### src/rtl/sp_load_arbiter.sv
// Round-robin arbiter sharing the scratchpad write bus between the IF and filter loaders.
// Optional SP_ARB_FIXED_PRIO_EN: when both channels are eligible the filter is always granted first.
module sp_load_arbiter #(
    parameter int DW        = 16,
    parameter int AW        = 6,
    parameter int IF_DEPTH  = 64,
    parameter int FLT_DEPTH = 32
) (
    input  logic          clk_i,
    input  logic          rst_ni,
    input  logic          start_i,
    input  logic          if_valid_i,
    input  logic [DW-1:0] if_data_i,
    input  logic          if_last_i,
    output logic          if_ready_o,
    input  logic          flt_valid_i,
    input  logic [DW-1:0] flt_data_i,
    input  logic          flt_last_i,
    output logic          flt_ready_o,
    output logic          wr_en_o,
    output logic          wr_sel_o,
    output logic [AW-1:0] wr_addr_o,
    output logic [DW-1:0] wr_data_o,
    output logic          done1_o,
    output logic          done2_o,
    output logic          if_full_o,
    output logic          filter_full_o,
    output logic          busy_o
);
    typedef enum logic [2:0] {S_IDLE, S_ARB, S_GNT_IF, S_GNT_FLT, S_END} state_e;

    localparam logic [AW:0] IF_LIM  = (AW+1)'(IF_DEPTH);
    localparam logic [AW:0] FLT_LIM = (AW+1)'(FLT_DEPTH);

    state_e        state_q, state_d;
    logic [AW:0]   if_cnt_q, if_cnt_d, flt_cnt_q, flt_cnt_d;
    logic          done1_q, done1_d, done2_q, done2_d;
    logic          if_full_q, if_full_d, flt_full_q, flt_full_d;
    logic          wr_en_q, wr_en_d, wr_sel_q, wr_sel_d;
    logic [AW-1:0] wr_addr_q, wr_addr_d;
    logic [DW-1:0] wr_data_q, wr_data_d;
    logic          if_at_lim, flt_at_lim, if_hs, flt_hs, if_el, flt_el;
`ifndef SP_ARB_FIXED_PRIO_EN
    logic          rr_q, rr_d;
`endif

    assign if_at_lim  = (if_cnt_q == IF_LIM);
    assign flt_at_lim = (flt_cnt_q == FLT_LIM);

    // Ready is withheld during an aborting start so no word is lost to the cleared counters.
    assign if_ready_o  = (state_q == S_GNT_IF)  && !if_full_q  && !if_at_lim  && !start_i;
    assign flt_ready_o = (state_q == S_GNT_FLT) && !flt_full_q && !flt_at_lim && !start_i;
    assign if_hs  = if_valid_i  && if_ready_o;
    assign flt_hs = flt_valid_i && flt_ready_o;
    assign if_el  = if_valid_i  && !done1_q && !if_full_q;
    assign flt_el = flt_valid_i && !done2_q && !flt_full_q;

    assign busy_o        = (state_q != S_IDLE);
    assign wr_en_o       = wr_en_q;
    assign wr_sel_o      = wr_sel_q;
    assign wr_addr_o     = wr_addr_q;
    assign wr_data_o     = wr_data_q;
    assign done1_o       = done1_q;
    assign done2_o       = done2_q;
    assign if_full_o     = if_full_q;
    assign filter_full_o = flt_full_q;

    always_comb begin
        state_d    = state_q;
        if_cnt_d   = if_cnt_q;
        flt_cnt_d  = flt_cnt_q;
        done1_d    = done1_q;
        done2_d    = done2_q;
        if_full_d  = if_full_q;
        flt_full_d = flt_full_q;
        wr_en_d    = 1'b0;
        wr_sel_d   = wr_sel_q;
        wr_addr_d  = wr_addr_q;
        wr_data_d  = wr_data_q;
`ifndef SP_ARB_FIXED_PRIO_EN
        rr_d       = rr_q;
`endif
        if (if_hs) begin
            wr_en_d   = 1'b1;
            wr_sel_d  = 1'b0;
            wr_addr_d = if_cnt_q[AW-1:0];
            wr_data_d = if_data_i;
            if_cnt_d  = if_cnt_q + 1'b1;
        end
        if (flt_hs) begin
            wr_en_d   = 1'b1;
            wr_sel_d  = 1'b1;
            wr_addr_d = flt_cnt_q[AW-1:0];
            wr_data_d = flt_data_i;
            flt_cnt_d = flt_cnt_q + 1'b1;
        end

        unique case (state_q)
            S_IDLE: if (start_i) state_d = S_ARB;
            S_ARB: begin
                if ((done1_q && done2_q) || if_full_q || flt_full_q) state_d = S_END;
`ifdef SP_ARB_FIXED_PRIO_EN
                else if (if_el && flt_el) state_d = S_GNT_FLT;
`else
                else if (if_el && flt_el) begin
                    state_d = rr_q ? S_GNT_FLT : S_GNT_IF;
                    rr_d    = !rr_q;
                end
`endif
                else if (if_el)  state_d = S_GNT_IF;
                else if (flt_el) state_d = S_GNT_FLT;
            end
            S_GNT_IF: begin
                if (if_valid_i && if_at_lim) begin
                    if_full_d = 1'b1;
                    state_d   = S_END;
                end else if (if_hs && if_last_i) begin
                    done1_d = 1'b1;
                    state_d = done2_q ? S_END : S_ARB;
                end
            end
            S_GNT_FLT: begin
                if (flt_valid_i && flt_at_lim) begin
                    flt_full_d = 1'b1;
                    state_d    = S_END;
                end else if (flt_hs && flt_last_i) begin
                    done2_d = 1'b1;
                    state_d = done1_q ? S_END : S_ARB;
                end
            end
            S_END:   state_d = S_IDLE;
            default: state_d = S_IDLE;
        endcase

        if (start_i) begin
            state_d    = S_ARB;
            if_cnt_d   = '0;
            flt_cnt_d  = '0;
            done1_d    = 1'b0;
            done2_d    = 1'b0;
            if_full_d  = 1'b0;
            flt_full_d = 1'b0;
`ifndef SP_ARB_FIXED_PRIO_EN
            rr_d       = 1'b0;
`endif
        end
    end

    always_ff @(posedge clk_i or negedge rst_ni) begin
        if (!rst_ni) begin
            state_q    <= S_IDLE;
            if_cnt_q   <= '0;
            flt_cnt_q  <= '0;
            done1_q    <= 1'b0;
            done2_q    <= 1'b0;
            if_full_q  <= 1'b0;
            flt_full_q <= 1'b0;
            wr_en_q    <= 1'b0;
            wr_sel_q   <= 1'b0;
            wr_addr_q  <= '0;
            wr_data_q  <= '0;
        end else begin
            state_q    <= state_d;
            if_cnt_q   <= if_cnt_d;
            flt_cnt_q  <= flt_cnt_d;
            done1_q    <= done1_d;
            done2_q    <= done2_d;
            if_full_q  <= if_full_d;
            flt_full_q <= flt_full_d;
            wr_en_q    <= wr_en_d;
            wr_sel_q   <= wr_sel_d;
            wr_addr_q  <= wr_addr_d;
            wr_data_q  <= wr_data_d;
        end
    end

`ifndef SP_ARB_FIXED_PRIO_EN
    always_ff @(posedge clk_i or negedge rst_ni) begin
        if (!rst_ni) rr_q <= 1'b0;
        else         rr_q <= rr_d;
    end
`endif
endmodule

### config.mk
export PLATFORM = sky130hd
export DESIGN_NAME = sp_load_arbiter
export DESIGN_NICKNAME = d
export VERILOG_FILES = /design/src/rtl/sp_load_arbiter.sv
export SDC_FILE = /design/constraint.sdc
export NUM_CORES = 1
export LEC_CHECK = 0
export CAP_MARGIN = 20
export CORE_ASPECT_RATIO = 0.8
export CORE_MARGIN = 3
export CORE_UTILIZATION = 35
export CTS_CLUSTER_DIAMETER = 150
export DETAILED_ROUTE_END_ITERATION = 10
export MAX_ROUTING_LAYER = met4
export PLACE_DENSITY = 0.69
export SYNTH_ARGS = -nofsm -noshare
export SYNTH_HDL_FRONTEND = slang
export SYNTH_SLANG_ARGS = --single-unit
### constraint.sdc
create_clock -name clk_i -period 2.2 [get_ports clk_i]
set_clock_uncertainty 0.05 [all_clocks]
set_input_delay 0.55 -clock clk_i [delete_from_list [all_inputs] [get_ports clk_i]]
set_output_delay 0.55 -clock clk_i [all_outputs]
set_load 0.005 [all_outputs]
==> metrics <==
Placement Rows 26; TritonRoute pass-1 iters 5; root buffer cell clkbuf_8; slowest CP cell or4_1; HPWL after DPL 5240 µm; WL/cell 15.5 µm; outcome completed; Slew Viols, Final 0; Slew headroom 63.1%; vias in the first global route 2330; Core Area 6510 µm²; final WL 7020 µm; Syn-to-layout area delta 51.4%; share of cells above drive strength 1 17.3%; top cell family by delay on the critical path simple AND/OR/NAND/NOR gates; clk sinks 46; hold slack 0.136 ns; Yosys cell types 51; CP arrival 2.33 ns; crit path launch type input port; Slew @ Worst Pin 0.553 ns; CP Capture Type register; Die H 79.8 µm; Max VDD drop 0.000439 V; fillers 603; CTS Buf Count 5; worst-path maximum fanout 3; all-layer global routing usage 18.9%; Post-Syn Area 2380 µm²; critical path data required time 2.38 ns; Syn Area/Cell 8.93 µm²; Die Area 7850 µm²; largest net degree at the start of global routing 33; Top FF cell, synth dfrtp_1; Static Leak 1.56 nW; placed cells 444; CTS Hold Bufs 0; Setup TNS 0 ns; Final Hold Vio Count 0; final core occ 55.5%; antenna-violating nets left 0; share of the yosys chip area belonging to registers 48.3%; Top Ports 70; R2R depth 6; Post-synth EDFFs 0; clk_lat worst skew 0.30 ns; via count 2392; final period utilization 97.5%; syn_nets 310; Post-layout nets 412; RSZ-0062 raised after global routing true; first-pass GRT wire length 11500 µm; Vias per Instance 5.27; max cap viols 0; fin cells 454; power per cell area 883 nW/µm²; DR DRC count 0; Initial Utilization 36.7%; Crit path buffers/inverters 3; final-report setup violation count 0; gpl congestion 0.901; critical path type input port to register; Ys Warns 0; Chip Width 98.3 µm; Mapped Cells 267; critical path depth 7; Crit path largest cell delay 0.47 ns; f_max 0.466 GHz; H-tree lvl count 2; CTS tree built; #FFs+latches synth 46; Buffers on Ports 69; total power 3.19 mW; initial antenna violation count 0; post-layout min period 2.14 ns; Hold WC Path Type input port to asynchronous set/reset pin; Crit path top cell by count buf_4; async set-or-reset flop fraction in the synthesized netlist 100%; GRT overflow 0; Initial DRC Count 129; Antenna Cells 0; Clock transition at path regs 0.09 ns; cell chain of the critical path clkdlybuf4s15_1 -> buf_4 -> nand4bb_4 -> buf_4 -> or4_4 -> or4_1 -> a21oi_1; Longest Clk Path Bufs 2
[cells in the final DEF (no fill, tap or decap), drive strengths merged, types with 4 or more instances in the layout]
cell and instances:
or4 4, or3 6, o21ai 7, dfrtp 46, buf 43, a31oi 19
clkdlybuf4s50 64, inv 15, clkbuf 7, a21oi 13, ha 4, nand2 48
nor2 31, a22oi 4
[area by class of cell]
cell class / count / area [µm²] / area share (%)
clock buffers: 7 / 76.3 / 2.11
repair buffers: 109 / 1000 / 27.7
multi-input cells: 192 / 1190 / 33.0
well taps: 84 / 105 / 2.91
inverters: 15 / 56.3 / 1.56
flip-flops and latches: 46 / 1150 / 31.9
clock inverters: 1 / 30.0 / 0.832
[path summary, 6_finish.rpt]
kind	from	end	slack, ns
max	start_i	flt_cnt_q[5]$_DFFE_PN0P_	0.06
min	rst_ni	wr_data_o[1]$_DFFE_PN0P_	0.14
max reg2reg	state_q[2]$_DFFE_PN0P_	flt_cnt_q[5]$_DFFE_PN0P_	0.12
min reg2reg	wr_sel_o$_DFFE_PN0P_	wr_sel_o$_DFFE_PN0P_	0.45
max in group asynchronous	rst_ni	wr_data_o[10]$_DFFE_PN0P_	1.42
min in group clk_i	wr_sel_o$_DFFE_PN0P_	wr_sel_o$_DFFE_PN0P_	0.45
[metal layers]
| metal | global-route usage [%] | wire (µm) |
|---|---|---|
| met4 | 5.05 | 38 |
| met3 | 2.53 | 309 |
| met5 | - | 0 |
| met2 | 30.1 | 3390 |
| met1 | 25.6 | 3280 |
[cells in the mapped netlist, types with 3 or more instances]
cell type	instances	area [µm²]
nand2_1	48	180
dfrtp_1	46	1150
nor3_1	3	15.0
a31oi_1	19	119
o21ai_0	7	35.0
inv_1	15	56.3
nor3b_1	3	22.5
a22oi_1	4	30.0
buf_2	6	30.0
o31ai_1	3	22.5
ha_1	4	50.1
nor2b_1	3	18.8
a21oi_1	13	65.1
buf_1	7	26.3
or3_1	6	37.5
nor2_1	31	116
or4_1	3	22.5
[flip-flops by register name, indices dropped and copies added, names as in the netlist]
register,flops
wr_data_o,16
wr_sel_o,1
rr_q,1
if_cnt_q,7
flt_cnt_q,7
done2_o,1
filter_full_o,1
state_q,3
wr_en_o,1
done1_o,1
wr_addr_o,6
if_full_o,1
[through the flow]
stage,setup slack [ns],cell area (µm²)
after floorplan,0.205,2380
after global placement,-0.610,3440
after detailed placement,-0.609,3440
after CTS,0.00721,3570
after global routing,-0.0123,3610
final,0.0551,3610
[report_power, final]
part / internal (mW) / leakage (nW) / switching (mW)
Sequential: 1.09 / 0.585 / 0.148
Clock: 0.340 / 0.0524 / 0.289
Combinational: 0.782 / 0.927 / 0.537
Total: 2.22 / 1.56 / 0.973
[logic make-up after synthesis]
| kind of cell | synth area share [%] |
|---|---|
| xor gates and xnor gates | 1.10 |
| AOI/OAI and AO/OA | 18.8 |
| and+or+nand+nor | 24.0 |
| muxes | 0.839 |
| DFF | 48.3 |
| buffers and inverters | 4.88 |
| adders and majority gates | 2.10 |
[repair_timing]
action                                  4_1_cts  5_1_grt
endpoints found under the setup margin       36       25
buffers inserted                              0        2
pin swaps                                     1        4
resized for setup                            15        4
No activity file was read; power rests on OpenSTA's default activity.
